==> config.mk <==
export PLATFORM = sky130hd
export DESIGN_NAME = pwm_deadtime
export DESIGN_NICKNAME = d
export VERILOG_FILES = /design/src/rtl/pwm_pkg.sv /design/src/rtl/pwm_deadtime_ch.sv /design/src/rtl/pwm_deadtime.sv
export SDC_FILE = /design/constraint.sdc
export NUM_CORES = 1
export LEC_CHECK = 0
export CAP_MARGIN = 20
export CELL_PAD_IN_SITES_DETAIL_PLACEMENT = 1
export CELL_PAD_IN_SITES_GLOBAL_PLACEMENT = 1
export CORE_MARGIN = 2
export CORE_UTILIZATION = 33
export DETAILED_ROUTE_END_ITERATION = 12
export GPL_TIMING_DRIVEN = 0
export PLACE_DENSITY_LB_ADDON = 0.1
export SLEW_MARGIN = 10
export SYNTH_ARGS = -nofsm -noshare
export SYNTH_HDL_FRONTEND = slang
export SYNTH_SLANG_ARGS = --single-unit
==> constraint.sdc <==
create_clock -name clk -period 6.4 [get_ports clk]
set_input_delay 0.96 -clock clk [delete_from_list [all_inputs] [get_ports clk]]
set_output_delay 0.96 -clock clk [all_outputs]
set_load 0.05 [all_outputs]
==> src/rtl/pwm_pkg.sv <==
// ---------------------------------------------------------------------------
// pwm_pkg
//   Shared definitions for the PWM dead-time inserter.
//   - D_DEFAULT : default width of the dead-time value (clock cycles).
//   - state_t   : per-channel FSM state encoding.
//   S_FAULT is only reachable when PWM_DEADTIME_FAULT_EN is defined.
// ---------------------------------------------------------------------------
package pwm_pkg;

  localparam int unsigned D_DEFAULT = 8;

  typedef logic [2:0] state_t;

  localparam state_t S_INIT  = 3'd0;
  localparam state_t S_LO    = 3'd1;
  localparam state_t S_DT_H  = 3'd2;
  localparam state_t S_HI    = 3'd3;
  localparam state_t S_DT_L  = 3'd4;
  localparam state_t S_FAULT = 3'd5;

endpackage

==> src/rtl/pwm_deadtime_ch.sv <==
// ---------------------------------------------------------------------------
// pwm_deadtime_ch
//   One dead-time channel: FSM plus a D-bit down-counter.
//   Turns a raw PWM bit into complementary, registered hi/lo gate enables
//   with a dead-cycle gap on every commutation.
//
//   Optional feature macro: PWM_DEADTIME_FAULT_EN (adds trip/clr inputs and
//   the S_FAULT state).
//
//   Ports:
//     clk    in   system clock
//     rst_n  in   asynchronous active-low reset
//     trip   in   synchronised fault (fault build only), overrides everything
//     clr    in   qualified fault clear (fault build only)
//     pwm    in   raw PWM bit for this channel
//     dead   in   dead time in cycles, sampled only when the counter loads
//     hi     out  high-side enable, registered
//     lo     out  low-side enable, registered
//     state  out  current FSM state (debug visibility)
// ---------------------------------------------------------------------------
module pwm_deadtime_ch
  import pwm_pkg::*;
#(
  parameter int unsigned D = D_DEFAULT
) (
  input  logic         clk,
  input  logic         rst_n,
`ifdef PWM_DEADTIME_FAULT_EN
  input  logic         trip,
  input  logic         clr,
`endif
  input  logic         pwm,
  input  logic [D-1:0] dead,
  output logic         hi,
  output logic         lo,
  output state_t       state
);

  state_t       state_nxt;
  logic [D-1:0] cnt;
  logic [D-1:0] cnt_nxt;
  logic         hi_d;
  logic         lo_d;
  logic         dead_zero;
  logic [D-1:0] dead_m1;

  assign dead_zero = (dead == '0);
  assign dead_m1   = dead - 1'b1;

  // State, counter and outputs all update on the same edge, so hi/lo are
  // pure flops decoded from the next state.
  always_ff @(posedge clk or negedge rst_n) begin
    if (!rst_n) begin
      state <= S_INIT;
      cnt   <= '0;
      hi    <= 1'b0;
      lo    <= 1'b0;
    end else begin
      state <= state_nxt;
      cnt   <= cnt_nxt;
      hi    <= hi_d;
      lo    <= lo_d;
    end
  end

  always_comb begin
    state_nxt = state;
    cnt_nxt   = cnt;
    case (state)
      // S_INIT commits to whichever side pwm asks for, always via the gap.
      S_INIT, S_LO, S_HI: begin
        if (pwm && (state != S_HI)) begin
          if (dead_zero) begin
            state_nxt = S_HI;
          end else begin
            state_nxt = S_DT_H;
            cnt_nxt   = dead_m1;
          end
        end else if (!pwm && (state != S_LO)) begin
          if (dead_zero) begin
            state_nxt = S_LO;
          end else begin
            state_nxt = S_DT_L;
            cnt_nxt   = dead_m1;
          end
        end
      end
      // An aborted pulse returns to the side that was on before; that side
      // never saw the opposite switch conduct, so no gap is needed.
      S_DT_H: begin
        if (!pwm) begin
          state_nxt = S_LO;
        end else if (cnt == '0) begin
          state_nxt = S_HI;
        end else begin
          cnt_nxt = cnt - 1'b1;
        end
      end
      S_DT_L: begin
        if (pwm) begin
          state_nxt = S_HI;
        end else if (cnt == '0) begin
          state_nxt = S_LO;
        end else begin
          cnt_nxt = cnt - 1'b1;
        end
      end
`ifdef PWM_DEADTIME_FAULT_EN
      S_FAULT: begin
        if (clr) begin
          state_nxt = S_INIT;
        end
      end
`endif
      default: state_nxt = S_INIT;
    endcase
`ifdef PWM_DEADTIME_FAULT_EN
    if (trip) begin
      state_nxt = S_FAULT;
    end
`endif
  end

  always_comb begin
    hi_d = (state_nxt == S_HI);
    lo_d = (state_nxt == S_LO);
  end

endmodule

==> src/rtl/pwm_deadtime.sv <==
// ---------------------------------------------------------------------------
// pwm_deadtime
//   N-channel dead-time inserter. Each bit of pwm drives an independent
//   channel producing complementary hi/lo gate enables; hi and lo of a
//   channel are never high together.
//
//   Optional feature macro: PWM_DEADTIME_FAULT_EN
//     Adds fault (async trip, double-flopped), fault_clr and fault_latched.
//     A synchronised fault forces every channel to S_FAULT; the latch is
//     released by fault_clr only once the synchronised fault is low.
//
//   Ports:
//     clk            in   system clock
//     rst_n          in   asynchronous active-low reset
//     pwm[N]         in   raw PWM bus, bit i is channel i
//     dead[D]        in   dead time in cycles, shared by all channels
//     fault          in   asynchronous trip (fault build only)
//     fault_clr      in   synchronous clear request (fault build only)
//     fault_latched  out  trip latch, registered (fault build only)
//     hi[N]          out  high-side enables, registered
//     lo[N]          out  low-side enables, registered
// ---------------------------------------------------------------------------
module pwm_deadtime
  import pwm_pkg::*;
#(
  parameter int unsigned N = 1,
  parameter int unsigned D = D_DEFAULT
) (
  input  logic         clk,
  input  logic         rst_n,
  input  logic [N-1:0] pwm,
  input  logic [D-1:0] dead,
`ifdef PWM_DEADTIME_FAULT_EN
  input  logic         fault,
  input  logic         fault_clr,
  output logic         fault_latched,
`endif
  output logic [N-1:0] hi,
  output logic [N-1:0] lo
);

`ifdef PWM_DEADTIME_FAULT_EN
  logic fault_s1;
  logic fault_s2;
  logic clr_ok;

  // Clear is ignored while the synchronised fault is still high, so a
  // simultaneous fault and fault_clr keeps the trip latched.
  assign clr_ok = fault_clr & ~fault_s2;

  always_ff @(posedge clk or negedge rst_n) begin
    if (!rst_n) begin
      fault_s1      <= 1'b0;
      fault_s2      <= 1'b0;
      fault_latched <= 1'b0;
    end else begin
      fault_s1 <= fault;
      fault_s2 <= fault_s1;
      if (fault_s2) begin
        fault_latched <= 1'b1;
      end else if (clr_ok) begin
        fault_latched <= 1'b0;
      end
    end
  end
`endif

  for (genvar i = 0; i < N; i++) begin : g_ch
    state_t ch_state;

    pwm_deadtime_ch #(.D(D)) u_ch (
      .clk   (clk),
      .rst_n (rst_n),
`ifdef PWM_DEADTIME_FAULT_EN
      .trip  (fault_s2),
      .clr   (clr_ok),
`endif
      .pwm   (pwm[i]),
      .dead  (dead),
      .hi    (hi[i]),
      .lo    (lo[i]),
      .state (ch_state)
    );
  end

endmodule

==> impl_metrics.json, run 1 <==
{
  "syn_to_final_growth_pct": 17.5,
  "diodes": 0,
  "worstHoldPathType": "flip-flop to flip-flop",
  "grtUsageTotal": 0.185,
  "clock_latency_ps": 290,
  "hold_ws_ps": 540,
  "hpwl_um": 2100,
  "dominant_register_cell_in_the_synthesized_netlist": "sky130_fd_sc_hd__dfrtp_1",
  "cells_along_the_critical_path": "buf_2 -> xnor2_1 -> or2_1 -> buf_2 -> mux2i_1 -> ha_1 -> clkbuf_1 -> nand2b_1 -> nor4_1 -> nand3_1 -> o21ai_0 -> o2bb2a_1",
  "hold_buffers": 0,
  "yosys_warnings": 0,
  "maxSlewHeadroom": 0.558,
  "detailedRoute.firstPassIterationCount": 4,
  "grt_overflow_total": 0,
  "cpPeakStageDelay_ps": 370,
  "post_placement_worst_setup_slack_ps": 3170,
  "hold_path_depth": 1,
  "finalHoldViolCount": 0,
  "timing.critical_path.fanout_max": 10,
  "critical-path-top-cell-by-count": "sky130_fd_sc_hd__buf_2",
  "drv.max_cap_violation_count": 0,
  "postSynthCellCount": 115,
  "fraction_of_final_layout_cells_sized_beyond_drive_strength_1": 0.115,
  "chipHeight_um": 59.0,
  "timing.critical_path.from_type": "flip-flop",
  "chipWidth_um": 59.0,
  "worst_r2r_startpoint": "g_ch[0].u_ch.state[2]$_DFF_PN0_",
  "critical_path_depth": 12,
  "synth_seq_cells": 13,
  "clockBufferDepth": 2,
  "n_fill_cell": 352,
  "p_leak_nw": 0.471,
  "worstSetupEndpoint": "g_ch[0].u_ch.cnt[6]$_DFFE_PN0P_",
  "maximum_number_of_pins_on_one_net_before_global_route_repair": 14,
  "worstMarginPinSlew_ps": 660,
  "post_drt_wl_per_cell_um": 17.2,
  "critPathSlowestCell": "sky130_fd_sc_hd__dfrtp_1",
  "totalWireLength_um": 2770,
  "layout.area.seq_um2": 325,
  "worstSetupEndpointType": "flip-flop",
  "io_pins": 13,
  "grt_first_pass_wirelength_um": 4870,
  "startpoint": "g_ch[0].u_ch.state[2]$_DFF_PN0_",
  "nNetsFinal": 143,
  "place.gp.congestion": 0.798,
  "postCtsSetupRepairBufs": 0,
  "final_antenna_net_count": 0,
  "detail_route.iter0.violations": 21,
  "fin_util": 0.415,
  "synth_cell_types": 44,
  "initial_standard_cell_utilization_of_the_core": 0.353,
  "finalNonFillerCells": 161,
  "vias": 960,
  "r2r_end": "g_ch[0].u_ch.cnt[6]$_DFFE_PN0P_",
  "postLayoutCellArea_um2": 1170,
  "worst_r2r_path_depth": 12,
  "post-route-drc-count": 0,
  "final_slew_violations": 0,
  "grt_pass1_vias": 993,
  "number_of_antenna_violations_at_the_first_check_in_global_routing": 0,
  "avgSynthCellArea_um2": 8.69,
  "post-layout-total-power_uw": 584,
  "max_clock_freq_mhz": 337,
  "multi_input_comb_area_um2": 617,
  "critical_path.n_buffers_inverters": 3,
  "synth.net_count": 127,
  "port_bufs": 11,
  "cts_num_sinks": 13,
  "combined_area_of_all_synthesized_cells_um2": 1000,
  "peakVddDrop_mv": 0.188,
  "critical_path.top_delay_family": "buffers and inverters",
  "dp.cells": 157,
  "floorplan.core_area_um2": 2830,
  "min_period_over_period": 0.464,
  "setup_viol": 0,
  "critical_path_required_ps": 6580,
  "cts_htree_levels": 1,
  "timing.final.crit_period_ps": 2970,
  "ys_seq_area_frac": 0.325,
  "timing.setup.tns_ps": 0,
  "layout_setup_ws_ps": 3430,
  "tritoncts": "built",
  "grt_setup_unrepaired": "no",
  "ctsRootBufferMaster": "sky130_fd_sc_hd__clkbuf_4",
  "status": "finished clean",
  "clock_pin_slew_reported_for_the_worst_setup_and_hold_paths_after_clock_tree_synthesis_ps": 90,
  "synth_edf_count": 0,
  "num_rows": 19,
  "crit_type": "flip-flop to flip-flop",
  "placed_area_um2": 1150,
  "ctsResizeCount": 0,
  "power-per-cell-area_nw_per_um2": 497,
  "cts_made_buffers": 3,
  "rrSetupSlack_ps": 3430,
  "ys_async_sr_fraction": 1.00,
  "via_per_inst": 5.96,
  "arrival_time_of_data_at_the_critical_path_endpoint_ps": 3150,
  "die_area_um2": 3490,
  "clock_skew_ps": 1.86
}
cell usage after synthesis, types with 2 or more instances:
master,number,share of area
sky130_fd_sc_hd__a211oi_1,4,0.030
sky130_fd_sc_hd__a21oi_1,9,0.045
sky130_fd_sc_hd__a2bb2oi_1,3,0.026
sky130_fd_sc_hd__a31oi_1,4,0.025
sky130_fd_sc_hd__and2_1,2,0.013
sky130_fd_sc_hd__buf_2,4,0.020
sky130_fd_sc_hd__clkbuf_1,3,0.011
sky130_fd_sc_hd__dfrtp_1,13,0.33
sky130_fd_sc_hd__inv_1,7,0.026
sky130_fd_sc_hd__mux2i_1,2,0.020
sky130_fd_sc_hd__nand2_1,2,0.0075
sky130_fd_sc_hd__nand3_1,5,0.025
sky130_fd_sc_hd__nand3b_1,2,0.015
sky130_fd_sc_hd__nor2_1,13,0.049
sky130_fd_sc_hd__nor3_1,3,0.015
sky130_fd_sc_hd__nor4_2,2,0.025
sky130_fd_sc_hd__o21ai_0,5,0.025
sky130_fd_sc_hd__o31ai_1,2,0.015
sky130_fd_sc_hd__or2_1,2,0.013
sky130_fd_sc_hd__xnor2_1,3,0.026
sky130_fd_sc_hd__xor2_1,2,0.018
cell type report:
type,instances,share of cell area
clock buffers,4,0.0224
multi-input cells,88,0.525
well taps,31,0.0330
inverters,7,0.0224
plain buffers,7,0.0266
repair buffers,11,0.0937
flip-flops and latches,13,0.277
where the power goes:
part	total [mW]	switching, mW	internal, mW
clock network	0.0555	0.0313	0.0242
logic	0.370	0.219	0.151
registers	0.158	0.0357	0.122
metal layers:
metal  GRT usage  routed length [µm]  vias to the layer above  part of all wire
met3      0.0459                 126                        2             0.045
met4      0.0292                  13                        0            0.0047
met5           0                   0                        -                 0
met1       0.228                1210                      481              0.44
li1            -                   -                      457                 -
met2       0.332                1430                       20              0.51
flip-flops by register name (all words and copies together) (netlist names):
name and count:
g_ch.u_ch.lo 1, g_ch.u_ch.hi 1, g_ch.u_ch.cnt 8, g_ch.u_ch.state 3
layout by cell type, fill, tap and decap left out, drive strengths merged, types with 4 or more instances in the layout:
cell / Yosys / final
o21ai: 5 / 5
a21oi: 9 / 9
nor3: 4 / 4
clkdlybuf4s50: 0 / 11
a211oi: 4 / 4
buf: 4 / 4
clkbuf: 3 / 7
nand3: 5 / 5
dfrtp: 13 / 13
nor2: 13 / 13
inv: 7 / 7
a31oi: 5 / 5
how the worst min path moves through the flow:
stage          slack, ps                       startpoint                               to
6_report             540  g_ch[0].u_ch.cnt[6]$_DFFE_PN0P_  g_ch[0].u_ch.cnt[6]$_DFFE_PN0P_
5_1_grt              570  g_ch[0].u_ch.cnt[6]$_DFFE_PN0P_  g_ch[0].u_ch.cnt[6]$_DFFE_PN0P_
3_5_place_dp         520  g_ch[0].u_ch.cnt[6]$_DFFE_PN0P_  g_ch[0].u_ch.cnt[6]$_DFFE_PN0P_
3_3_place_gp         510  g_ch[0].u_ch.cnt[6]$_DFFE_PN0P_  g_ch[0].u_ch.cnt[6]$_DFFE_PN0P_
2_1_floorplan        490  g_ch[0].u_ch.cnt[6]$_DFFE_PN0P_  g_ch[0].u_ch.cnt[6]$_DFFE_PN0P_
4_1_cts              540  g_ch[0].u_ch.cnt[6]$_DFFE_PN0P_  g_ch[0].u_ch.cnt[6]$_DFFE_PN0P_
kinds of logic after synthesis:
group | count (synthesis) | synth area share
muxes | 4 | 0.0463
xor gates and xnor gates | 5 | 0.0438
and+or+nand+nor | 39 | 0.219
DFF | 13 | 0.325
buffers and inverters | 14 | 0.0576
AOI/OAI and AO/OA | 39 | 0.295
adders and majority gates | 1 | 0.0125
Note: power is estimated with default switching activity, not from simulation.
==> run 2: changes to the inputs <==
==> constraint.sdc (replaced) <==
create_clock -name clk -period 2.82 [get_ports clk]
set_input_delay 0.423 -clock clk [delete_from_list [all_inputs] [get_ports clk]]
set_output_delay 0.423 -clock clk [all_outputs]
set_load 0.05 [all_outputs]
==> run 2 against run 1 <==
Against the previous run: global-route usage up 0.091 points; via count is 0.42% higher; combinational power increased by 140%; sequential share of layout area fell by 0.44 points; largest power group unchanged; die area unchanged; critical path type unchanged; clock power increased by 130%.
==> impl_metrics.json, run 2 (synthesis results as in run 1) <==
{
  "status": "finished clean",
  "post-route-drc-count": 0,
  "grt_overflow_total": 0,
  "grtUsageTotal": 0.186,
  "drv.max_cap_violation_count": 0,
  "detailedRoute.firstPassIterationCount": 4,
  "maximum_number_of_pins_on_one_net_before_global_route_repair": 14,
  "syn_to_final_growth_pct": 19.4,
  "fraction_of_final_layout_cells_sized_beyond_drive_strength_1": 0.140,
  "cts_htree_levels": 1,
  "place.gp.congestion": 0.798,
  "diodes": 0,
  "critical_path_required_ps": 3000,
  "postLayoutCellArea_um2": 1190,
  "clock_pin_slew_reported_for_the_worst_setup_and_hold_paths_after_clock_tree_synthesis_ps": 90,
  "layout.area.seq_um2": 325,
  "num_rows": 19,
  "vias": 964,
  "biggestRegsByFlops": "g_ch.u_ch.cnt x8, g_ch.u_ch.state x3",
  "launch_instance_of_the_worst_min_delay_path": "pwm",
  "io_pins": 13,
  "arrival_time_of_data_at_the_critical_path_endpoint_ps": 2840,
  "detail_route.iter0.violations": 22,
  "clock_skew_ps": 2.44,
  "grt_pass1_vias": 993,
  "port_bufs": 11,
  "max_clock_freq_mhz": 376,
  "r2r_end": "g_ch[0].u_ch.cnt[6]$_DFFE_PN0P_",
  "rrSetupSlack_ps": 160,
  "worst_r2r_startpoint": "g_ch[0].u_ch.state[2]$_DFF_PN0_",
  "die_area_um2": 3490,
  "maxSlewHeadroom": 0.559,
  "timing.critical_path.fanout_max": 10,
  "n_fill_cell": 349,
  "timing.critical_path.from_type": "flip-flop",
  "finalHoldViolCount": 0,
  "final_slew_violations": 0,
  "multi_input_comb_area_um2": 639,
  "max_flop_register": "g_ch.u_ch.cnt",
  "mostFrequentLayoutCells": "sky130_fd_sc_hd__nor2_1 (13), sky130_fd_sc_hd__dfrtp_1 (13), sky130_fd_sc_hd__clkdlybuf4s50_1 (11), sky130_fd_sc_hd__a21oi_1 (9), sky130_fd_sc_hd__inv_1 (7)",
  "timing.setup.tns_ps": 0,
  "setup_viol": 0,
  "placed_area_um2": 1150,
  "totalWireLength_um": 2810,
  "clockBufferDepth": 2,
  "cts_num_sinks": 13,
  "clock_latency_ps": 290,
  "power-per-cell-area_nw_per_um2": 1150,
  "floorplan.core_area_um2": 2830,
  "largest_register_ff_count": 8,
  "chipWidth_um": 59.0,
  "hold_ws_ps": 436,
  "grt_first_pass_wirelength_um": 4890,
  "tritoncts": "built",
  "p_leak_nw": 0.467,
  "hpwl_um": 2100,
  "startpoint": "g_ch[0].u_ch.state[2]$_DFF_PN0_",
  "worstSetupEndpoint": "g_ch[0].u_ch.cnt[6]$_DFFE_PN0P_",
  "cts_made_buffers": 3,
  "min_period_over_period": 0.944,
  "peakVddDrop_mv": 0.426,
  "post_drt_wl_per_cell_um": 17.5,
  "nNetsFinal": 142,
  "worstHoldPathType": "input port to flip-flop",
  "hold_buffers": 0,
  "crit_type": "flip-flop to flip-flop",
  "worst_r2r_path_depth": 12,
  "worstMarginPinSlew_ps": 660,
  "timing.final.crit_period_ps": 2660,
  "ctsResizeCount": 1,
  "ctsRootBufferMaster": "sky130_fd_sc_hd__clkbuf_4",
  "worstSetupEndpointType": "flip-flop",
  "number_of_antenna_violations_at_the_first_check_in_global_routing": 0,
  "via_per_inst": 6.03,
  "postCtsSetupRepairBufs": 0,
  "final_antenna_net_count": 0,
  "chipHeight_um": 59.0,
  "initial_standard_cell_utilization_of_the_core": 0.353
}
-- run 2: per-stage QoR --
stage / setup slack, ps / instances / power, mW / utilization
6_report: 158 / 160 / 1.37 / 0.422
5_1_grt: -28.9 / 160 / 1.50 / 0.422
4_1_cts: 40.7 / 160 / 1.34 / 0.415
3_5_place_dp: -138 / 157 / 1.20 / 0.406
3_3_place_gp: 33.7 / 157 / 1.17 / 0.406
2_1_floorplan: 387 / 115 / 0.985 / -
-- run 2: worst min-delay path by stage --
stage	end	slack, ps	cells after the start
after floorplan	g_ch[0].u_ch.cnt[0]$_DFFE_PN0P_	130	0
after global placement	g_ch[0].u_ch.cnt[6]$_DFFE_PN0P_	510	1
after detailed placement	g_ch[0].u_ch.cnt[6]$_DFFE_PN0P_	520	1
after CTS	g_ch[0].u_ch.lo$_DFF_PN0_	440	2
after global routing	g_ch[0].u_ch.lo$_DFF_PN0_	440	2
final	g_ch[0].u_ch.lo$_DFF_PN0_	440	2
-- run 2: report_power, final --
group	internal, mW	switching [mW]
Clock	0.0550	0.0717
Sequential	0.278	0.0853
Combinational	0.367	0.513
Total	0.699	0.670
-- run 2: critical path: stages (launching register included) --
cell and delay [ps]:
sky130_fd_sc_hd__dfrtp_1 370, sky130_fd_sc_hd__buf_2 180, sky130_fd_sc_hd__xnor2_1 310, sky130_fd_sc_hd__or2_1 140, sky130_fd_sc_hd__buf_2 230, sky130_fd_sc_hd__nor2_1 70, sky130_fd_sc_hd__a21oi_1 250, sky130_fd_sc_hd__ha_4 250
sky130_fd_sc_hd__nand2b_1 100, sky130_fd_sc_hd__nor4_2 210, sky130_fd_sc_hd__nand3_1 120, sky130_fd_sc_hd__o21ai_0 90, sky130_fd_sc_hd__o2bb2a_1 230
-- run 2: cell type report --
| type | instances | share of cell area |
|---|---|---|
| inverters | 7 | 0.0220 |
| clock buffers | 4 | 0.0220 |
| well taps | 31 | 0.0325 |
| flip-flops and latches | 13 | 0.273 |
| plain buffers | 6 | 0.0231 |
| multi-input cells | 88 | 0.536 |
| repair buffers | 11 | 0.0922 |
-- run 2: routing by layer --
metal | part of all wire | global-route usage | wire [µm]
met4 | 0.0043 | 0.0292 | 12
met2 | 0.52 | 0.330 | 1470
met5 | 0 | 0 | 0
met1 | 0.43 | 0.232 | 1210
met3 | 0.042 | 0.0459 | 119
